File: config.mk
export PLATFORM = sky130hd
export DESIGN_NAME = adc_fifo_frame_reader
export DESIGN_NICKNAME = d
export VERILOG_FILES = /design/src/rtl/adc_fifo_frame_reader.sv
export SDC_FILE = /design/constraint.sdc
export NUM_CORES = 1
export LEC_CHECK = 0
export ABC_AREA = 1
export ABC_CLOCK_PERIOD_IN_PS = 4300
export BUFFER_PORTS_ARGS = -buffer_cell sky130_fd_sc_hd__buf_2
export CELL_PAD_IN_SITES_DETAIL_PLACEMENT = 2
export CELL_PAD_IN_SITES_GLOBAL_PLACEMENT = 2
export CORE_MARGIN = 10
export CORE_UTILIZATION = 38
export DETAILED_ROUTE_END_ITERATION = 10
export PLACE_DENSITY = 0.8
export SYNTH_ARGS = -nofsm -noshare
export SYNTH_HDL_FRONTEND = slang
export SYNTH_SLANG_ARGS = --single-unit
File: constraint.sdc
create_clock -name rd_clk_i -period 4.3 [get_ports rd_clk_i]
set_clock_uncertainty 0.1 [all_clocks]
set_input_delay 0.86 -clock rd_clk_i [delete_from_list [all_inputs] [get_ports rd_clk_i]]
set_output_delay 0.86 -clock rd_clk_i [all_outputs]
set_load 0.02 [all_outputs]
File: src/rtl/adc_fifo_frame_reader.sv
// -----------------------------------------------------------------------------
// adc_fifo_frame_reader
//
// Drains the read side of the ADC sample FIFO in fixed-length frames and
// presents them to the FFT input stage as a valid/ready stream with a
// last-beat marker. A frame is only started once FRAME_LEN samples are
// buffered. Reads are then burst through a 4-entry skid buffer. Reads are
// issued only against free skid credit, so downstream backpressure can never
// drop a sample.
//
// Build option:
//   ADC_RD_OFFSET_BIN_EN - when defined, the sample MSB is inverted on entry
//                          to the skid buffer (offset binary -> two's
//                          complement). Timing is identical either way.
//
// Ports:
//   rd_clk_i          sole clock (FIFO read domain)
//   rd_rst_n_i        asynchronous active-low reset
//   frame_req_i       level; while high, frames are captured back-to-back
//   rd_en_o           FIFO read enable
//   rd_data_i         FIFO read data, valid RD_LATENCY cycles after rd_en_o
//   rd_empty_i        FIFO empty
//   rd_water_level_i  FIFO occupancy
//   m_data_o          sample out (skid head)
//   m_valid_o         sample valid
//   m_ready_i         downstream accept
//   m_last_o          final sample of the frame
//   frame_done_o      one-cycle pulse when the last beat is accepted
//   underrun_o        sticky; FIFO went empty while reads were still owed
//
// States:
//   state     | meaning
//   IDLE      | no frame in progress, waiting for frame_req_i
//   WAIT_FILL | counters cleared, waiting for a full frame in the FIFO
//   BURST     | issuing reads until FRAME_LEN have been issued
//   DRAIN     | all reads issued, emptying skid until the last beat is taken
// -----------------------------------------------------------------------------
module adc_fifo_frame_reader #(
  parameter int DATA_WIDTH  = 32,
  parameter int DEPTH_WIDTH = 10,
  parameter int FRAME_LEN   = 1024,
  parameter int RD_LATENCY  = 1
) (
  input  logic                  rd_clk_i,
  input  logic                  rd_rst_n_i,
  input  logic                  frame_req_i,
  output logic                  rd_en_o,
  input  logic [DATA_WIDTH-1:0] rd_data_i,
  input  logic                  rd_empty_i,
  input  logic [DEPTH_WIDTH:0]  rd_water_level_i,
  output logic [DATA_WIDTH-1:0] m_data_o,
  output logic                  m_valid_o,
  input  logic                  m_ready_i,
  output logic                  m_last_o,
  output logic                  frame_done_o,
  output logic                  underrun_o
);

  localparam int CNT_W = $clog2(FRAME_LEN + 1);
  localparam logic [CNT_W-1:0]     FRAME_CNT = CNT_W'(FRAME_LEN);
  localparam logic [CNT_W-1:0]     LAST_IDX  = CNT_W'(FRAME_LEN - 1);
  localparam logic [DEPTH_WIDTH:0] FILL_LVL  = (DEPTH_WIDTH + 1)'(FRAME_LEN);

`ifdef ADC_RD_OFFSET_BIN_EN
  localparam logic [DATA_WIDTH-1:0] DATA_XOR = {1'b1, {(DATA_WIDTH-1){1'b0}}};
`else
  localparam logic [DATA_WIDTH-1:0] DATA_XOR = '0;
`endif

  typedef enum logic [1:0] {
    IDLE      = 2'd0,
    WAIT_FILL = 2'd1,
    BURST     = 2'd2,
    DRAIN     = 2'd3
  } state_t;

  state_t                state_q;
  logic [CNT_W-1:0]      issued_q;
  logic [CNT_W-1:0]      sent_q;
  logic                  underrun_q;

  // Read-return tracking: bit i set means a read issued i+1 cycles ago.
  logic [RD_LATENCY-1:0] infl_q;
  logic [RD_LATENCY-1:0] infl_last_q;

  logic [DATA_WIDTH-1:0] skid_data_q [4];
  logic [3:0]            skid_last_q;
  logic [1:0]            wr_ptr_q, wr_ptr_d;
  logic [1:0]            rd_ptr_q, rd_ptr_d;
  logic [2:0]            occ_q, occ_d;

  logic [2:0]            infl_cnt;
  logic                  issue_open;
  logic                  issue_last;
  logic                  credit_ok;
  logic                  push;
  logic                  push_last;
  logic                  pop;

  always_comb begin
    infl_cnt = '0;
    for (int i = 0; i < RD_LATENCY; i++) begin
      infl_cnt = infl_cnt + {2'b00, infl_q[i]};
    end
  end

  assign issue_open = (issued_q < FRAME_CNT);
  assign issue_last = (issued_q == LAST_IDX);
  // Every outstanding read already owns a skid slot; m_ready_i is kept out of
  // this path so a same-cycle pop only frees its credit on the next cycle.
  assign credit_ok  = ((occ_q + infl_cnt) < 3'd4);
  assign rd_en_o    = (state_q == BURST) & ~rd_empty_i & issue_open & credit_ok;

  assign push      = infl_q[RD_LATENCY-1];
  assign push_last = infl_last_q[RD_LATENCY-1];

  assign m_valid_o    = (occ_q != 3'd0);
  assign m_data_o     = skid_data_q[rd_ptr_q];
  assign m_last_o     = m_valid_o & skid_last_q[rd_ptr_q];
  assign pop          = m_valid_o & m_ready_i;
  assign frame_done_o = pop & m_last_o;
  assign underrun_o   = underrun_q;

  always_comb begin
    wr_ptr_d = wr_ptr_q + {1'b0, push};
    rd_ptr_d = rd_ptr_q + {1'b0, pop};
    occ_d    = occ_q + {2'b00, push} - {2'b00, pop};
  end

  always_ff @(posedge rd_clk_i or negedge rd_rst_n_i) begin
    if (!rd_rst_n_i) begin
      state_q    <= IDLE;
      issued_q   <= '0;
      sent_q     <= '0;
      underrun_q <= 1'b0;
    end else begin
      if (rd_en_o) issued_q <= issued_q + CNT_W'(1);
      if (pop)     sent_q   <= sent_q + CNT_W'(1);
      if ((state_q == BURST) && rd_empty_i && issue_open) underrun_q <= 1'b1;

      unique case (state_q)
        IDLE: begin
          if (frame_req_i) begin
            state_q  <= WAIT_FILL;
            issued_q <= '0;
            sent_q   <= '0;
          end
        end
        WAIT_FILL: begin
          if (rd_water_level_i >= FILL_LVL) state_q <= BURST;
        end
        BURST: begin
          if (!issue_open) state_q <= DRAIN;
        end
        DRAIN: begin
          // The issue-time tag and the accepted-beat count must agree before
          // the frame is closed.
          if (frame_done_o && (sent_q == LAST_IDX)) state_q <= IDLE;
        end
        default: state_q <= IDLE;
      endcase
    end
  end

  always_ff @(posedge rd_clk_i or negedge rd_rst_n_i) begin
    if (!rd_rst_n_i) begin
      infl_q      <= '0;
      infl_last_q <= '0;
      wr_ptr_q    <= '0;
      rd_ptr_q    <= '0;
      occ_q       <= '0;
      skid_last_q <= '0;
      for (int i = 0; i < 4; i++) skid_data_q[i] <= '0;
    end else begin
      infl_q[0]      <= rd_en_o;
      infl_last_q[0] <= issue_last;
      for (int i = 1; i < RD_LATENCY; i++) begin
        infl_q[i]      <= infl_q[i-1];
        infl_last_q[i] <= infl_last_q[i-1];
      end
      if (push) begin
        skid_data_q[wr_ptr_q] <= rd_data_i ^ DATA_XOR;
        skid_last_q[wr_ptr_q] <= push_last;
      end
      wr_ptr_q <= wr_ptr_d;
      rd_ptr_q <= rd_ptr_d;
      occ_q    <= occ_d;
    end
  end

endmodule

# Yosys cells after proc, flatten, opt, wreduce, memory -nomap -nowiden
# Cells that the tools add are included.
# totals
register_bits	166
inputBits	48
output_inout_bits	37
wordCells	77
# classes
n_addsub	6
magnitude_cmp	9
n_eq_ne	9
mux	22
bitwise_logic	9
reduce_logical	8
# ops
operator	count
128-bit bitwise mux	1
32-bit two-way mux	3
11-bit two-way mux	6
32-bit binary-select mux with 2-bit select	1
32-bit demux with 2-bit select	1
11-bit by 1-bit adder with 11-bit output, second input constant	2
11-bit by 10-bit == test with 1-bit output, second input constant	2
11-bit >= comparator, second input constant	1
11-bit less-than comparator, second input constant	1
2-bit two-way mux	4
2-bit inequality test, second input constant	4
2-bit case mux with 4 select lines	1
1-bit bitwise AND	6
3-bit >= comparator, second input constant	2
2-bit by 3-bit less-than comparator with 1-bit output, second input constant	2
2-bit NOT with 3-bit output	2
1-bit logical AND	5
2-bit by 1-bit adder with 2-bit output	2
4-bit bitwise mux	1
2-bit == test, second input constant	2
4-bit AND reduction	1
3-bit by 1-bit adder with 3-bit output	1
3-bit by 1-bit less-than comparator with 1-bit output, second input constant	1
3-bit less-than comparator, second input constant	1
9 further kinds	10

# Longest topological paths before layout
# depth
ltp_word	7
depth_mapped	10
mapped_depth_nobuf	10

# Worst setup path before layout
# No wires, ideal clock.
# synth_path
path_type	reg2out
startpoint	register infl_q
endpoint	output rd_en_o
arrival_ns	1.334
t_required_ns	3.340
slack_ns	2.006
stages_incl_launch_ff	6
n_path_buf	0
path_cell_list	dfrtp_1 -> ha_1 -> ha_1 -> xnor2_2 -> nand2_4 -> inv_4
# synth_between
elab_chain_cells	3
# synth_rtl
element	line	rtl
from (decl)	83	logic [RD_LATENCY-1:0] infl_q;
from (signal, indexed assignment)	178	infl_q[i] <= infl_q[i-1];
3-bit by 1-bit adder with 3-bit output	111	assign credit_ok = ((occ_q + infl_cnt) < 3'd4);
3-bit less-than comparator	111	
1-bit bitwise AND	112	assign rd_en_o = (state_q == BURST) & ~rd_empty_i & issue_open & credit_ok;
to (decl)	47	output logic rd_en_o,
# Every way passes these cells.

# Worst setup path in the final report
# layout_path
startpoint	register rd_ptr_q[0]
endpoint	output m_data_o[10]
# layout_between
elab_chain_cells	4
# layout_rtl
element	line	rtl
from (decl)	89	logic [1:0] rd_ptr_q, rd_ptr_d;
from (signal assigned)	186	rd_ptr_q <= rd_ptr_d;
2-bit NOT with 3-bit output (not written as such)	118	assign m_data_o = skid_data_q[rd_ptr_q];
32-bit binary-select mux with 2-bit select	118	
32-bit two-way mux (not written as such) (2 in a row)	118	
to (decl)	51	output logic [DATA_WIDTH-1:0] m_data_o,
# Every way passes these cells. The select of a mux whose other input is x is not followed.

==> qor.yml <==
setup_path:
  start_kind: "register"
  crit_buf_inv: 3
  r2r-start: "wr_ptr_q[1]"
  cp-startpoint: "rd_ptr_q[0]"
  crit_type: "register to output port"
  crit_path_cell_trace: "inv_2 -> buf_4 -> nor2_1 -> o22ai_1 -> buf_2"
  cp_slowest_stage_delay_ns: 0.75
  cp_top_family: "buffers and inverters"
  arrival_ns: 2.37
  worstPathMaxFanout: 55
  required_ns: 3.34
  crit_path_end_kind: "output port"
  slowest_stage: "inv_2"
timing:
  drv_slew: 0
  hold_violations: 0
  period_minus_slack_ns: 3.33
  finalSetupViolCount: 0
  max_freq_mhz: 300
  slew_headroom_pct: 30.5
  tns_ns: 0
  worst_pin_slew_ns: 1.04
  period_share_pct: 77.4
  rsz0062_at_grt: "no"
floorplanning:
  die_w_um: 161
  core_area_mm2: 0.0195
  die-area_mm2: 0.0258
  start_util_pct: 38.6
  pin_count: 85
  rows: 51
  dieHeight_um: 161
flow_run:
  cap_violations: 0
drt:
  vias: 6370
  drtIter0Drc: 321
  firstDrtPassIters: 4
  drt_wl_total_um: 23800
  drcViolationCount: 0
  drt-vias-per-instance: 5.27
  ant_nets: 0
  wl_per_cell_um: 19.7
clocking:
  holdBufCountCts: 0
  clk_latency_ns: 0.44
  cts.sink_count: 166
  postCtsResizedCells: 0
  clock_path_buffers: 2
  htree_levels: 4
  cts_setup_buffers: 0
  cts_buffers: 17
  cts_tree: "yes"
  path_clk_slew_ns: 0.06
  clockRootBuffer: "clkbuf_16"
pwr:
  p_per_area_mw_per_mm2: 778
  p_sw_share_pct: 42.6
  power_frac_seq_pct: 38.1
  p_comb_share_pct: 39.0
  ir_drop_v: 0.000387
  p_leak_nw: 4.25
  p_sw_mw: 2.88
  clkPwrFrac_pct: 22.9
  p_int_mw: 3.87
cells_and_area:
  seqCellArea_mm2: 0.00416
  fillers: 2172
  fin_area_mm2: 0.00867
  layout-area-overhead-vs-synth_pct: 15.3
  finalNonFillerCells: 1208
  finalNetCount: 990
  multi_input_area_mm2: 0.00285
  antennaDiodeCount: 0
  drive_gt1_share_pct: 15.6
global_routing:
  grt_max_degree: 76
  grt_pass1_vias: 7378
  grt.total_usage_pct: 18.7
  grt_pass1_wl_um: 39500
  antenna_found_initial: 0
  grt.overflow.total: 0
logic_synthesis:
  synthCells: 874
  synth_ff_type: "dfrtp_1"
  synth-adder-area-share_pct: 2.00
  synth_cell_types: 35
  synthMuxAreaShare_pct: 0
  synth-xor-area-share_pct: 0.798
  syn-num-nets: 934
  ys_seq_area_share_pct: 55.2
  synthSimpleGateAreaFrac_pct: 17.1
  synth_edf_count: 0
  ys_seq_elements: 166
  synth_top_family_by_area: "compound AO/OA/AOI/OAI gates"
  syn_avg_cell_area_um2: 8.61
  synth-compound-area-share_pct: 17.8
  yosys_warnings: 0
  syn-cell-area_mm2: 0.00752
  async_flop_share_pct: 100
place:
  placed_cell_area_mm2: 0.00808
  dp_cells: 1176
  dpl.hpwl_um: 15000
  gp_congestion: 0.747
  port_buffers: 74
min_path:
  min_path_type: "input pin to asynchronous set/reset pin"
outcome:
  status: "completed"
final timing paths:
path / end / slack, ns / cells past startpoint
setup reg to reg: skid_data_q[53] / 2.11 / 6
min in group rd_clk_i: underrun_o / 0.37 / 1
hold / removal: skid_data_q[8] / 0.34 / 1
setup / recovery: m_data_o[10] / 0.97 / 5
max in group asynchronous: skid_data_q[89] / 2.76 / 2
hold reg to reg: underrun_o / 0.37 / 1
through the flow:
stage / power (mW) / utilization (%) / worst slack (ns) / hold slack, ns
global route: 7.27 / 44.6 / 0.838 / 0.386
floorplan: 4.21 / - / 2.01 / 0.348
detailed placement: 5.22 / 41.5 / 1.42 / 0.357
finish: 6.75 / 44.6 / 0.970 / 0.337
CTS: 6.84 / 44.6 / 0.943 / 0.367
global placement: 4.96 / 41.5 / 1.45 / 0.347
synth_stat cells (5+ instances only):
cell type / number / area share (%)
a21oi_1: 13 / 0.86
buf_2: 19 / 1.3
clkbuf_1: 22 / 1.1
dfrtp_1: 166 / 55
ha_1: 12 / 2.0
inv_1: 69 / 3.4
nand2_1: 182 / 9.1
nand3_1: 16 / 1.1
nor2_1: 91 / 4.5
nor2_2: 5 / 0.42
o21ai_0: 194 / 13
o21ai_1: 10 / 0.67
o22ai_1: 33 / 2.7
state kept, by name, indices dropped and copies added, names as in the netlist:
| register | cells |
|---|---|
| infl_q | 1 |
| occ_q | 3 |
| state_q | 2 |
| sent_q | 11 |
| skid_data_q | 128 |
| rd_ptr_q | 2 |
| issued_q | 11 |
| underrun_o | 1 |
| wr_ptr_q | 2 |
| skid_last_q | 4 |
| infl_last_q | 1 |
layout by cell type, fill, tap and decap left out, drive strengths merged:
cell type,synthesis,final
nor2,99,99
nand2,188,188
clkbuf,22,19
nand4,3,3
clkinv,0,3
xor2,4,4
a31oi,1,1
a22oi,1,1
ha,12,12
nor3,2,2
nand3,17,17
o21a,2,2
a31o,1,1
clkinvlp,0,4
inv,73,78
o22ai,33,33
xnor2,2,2
o21bai,1,1
buf,27,86
nor4,1,1
dfrtp,166,166
o21ai,204,204
or2,2,2
bufinv,0,1
a21oi,13,13
cell type report:
| class | count | share of cell area [%] |
|---|---|---|
| Timing Repair Buffer | 86 | 5.38 |
| Clock buffer | 19 | 5.22 |
| Clock inverter | 13 | 1.59 |
| Tap cell | 265 | 3.82 |
| Inverter | 73 | 3.22 |
| Multi-Input combinational cell | 586 | 32.9 |
| Sequential cell | 166 | 47.9 |
worst reg2reg max path, cell delays in order, from the launching register on:
cell and delay (ns):
dfrtp_1 0.43, inv_1 0.11, nor2_1 0.06, nand2_2 0.70, buf_4 0.43, nand2_1 0.14
o21ai_0 0.13
cells by family (layout without fill, tap and decap cells):
logic type,count (synthesis),count (layout)
AOI/OAI and AO/OA,256,256
xor gates and xnor gates,6,6
adders and majority gates,12,12
buffers and inverters,122,191
DFF,166,166
and+or+nand+nor,312,312
power by group through the flow:
stage                     Combinational (mW)  Sequential, mW  Clock [mW]
after floorplan                         1.76            2.46           0
after global placement                  2.46            2.51           0
after detailed placement                2.64            2.58           0
after CTS                               2.70            2.57        1.57
after global routing                    2.98            2.65        1.64
final                                   2.63            2.57        1.54
layer usage:
layer  GRT usage [%]  vias to the layer above  wire, um
li1                -                     2977         -
met1            21.9                     3273     10300
met2            34.3                      101     12500
met3            3.45                       19       738
met4            4.67                        0       252
met5               0                        -         0
Note: power is estimated with default switching activity, not from simulation.
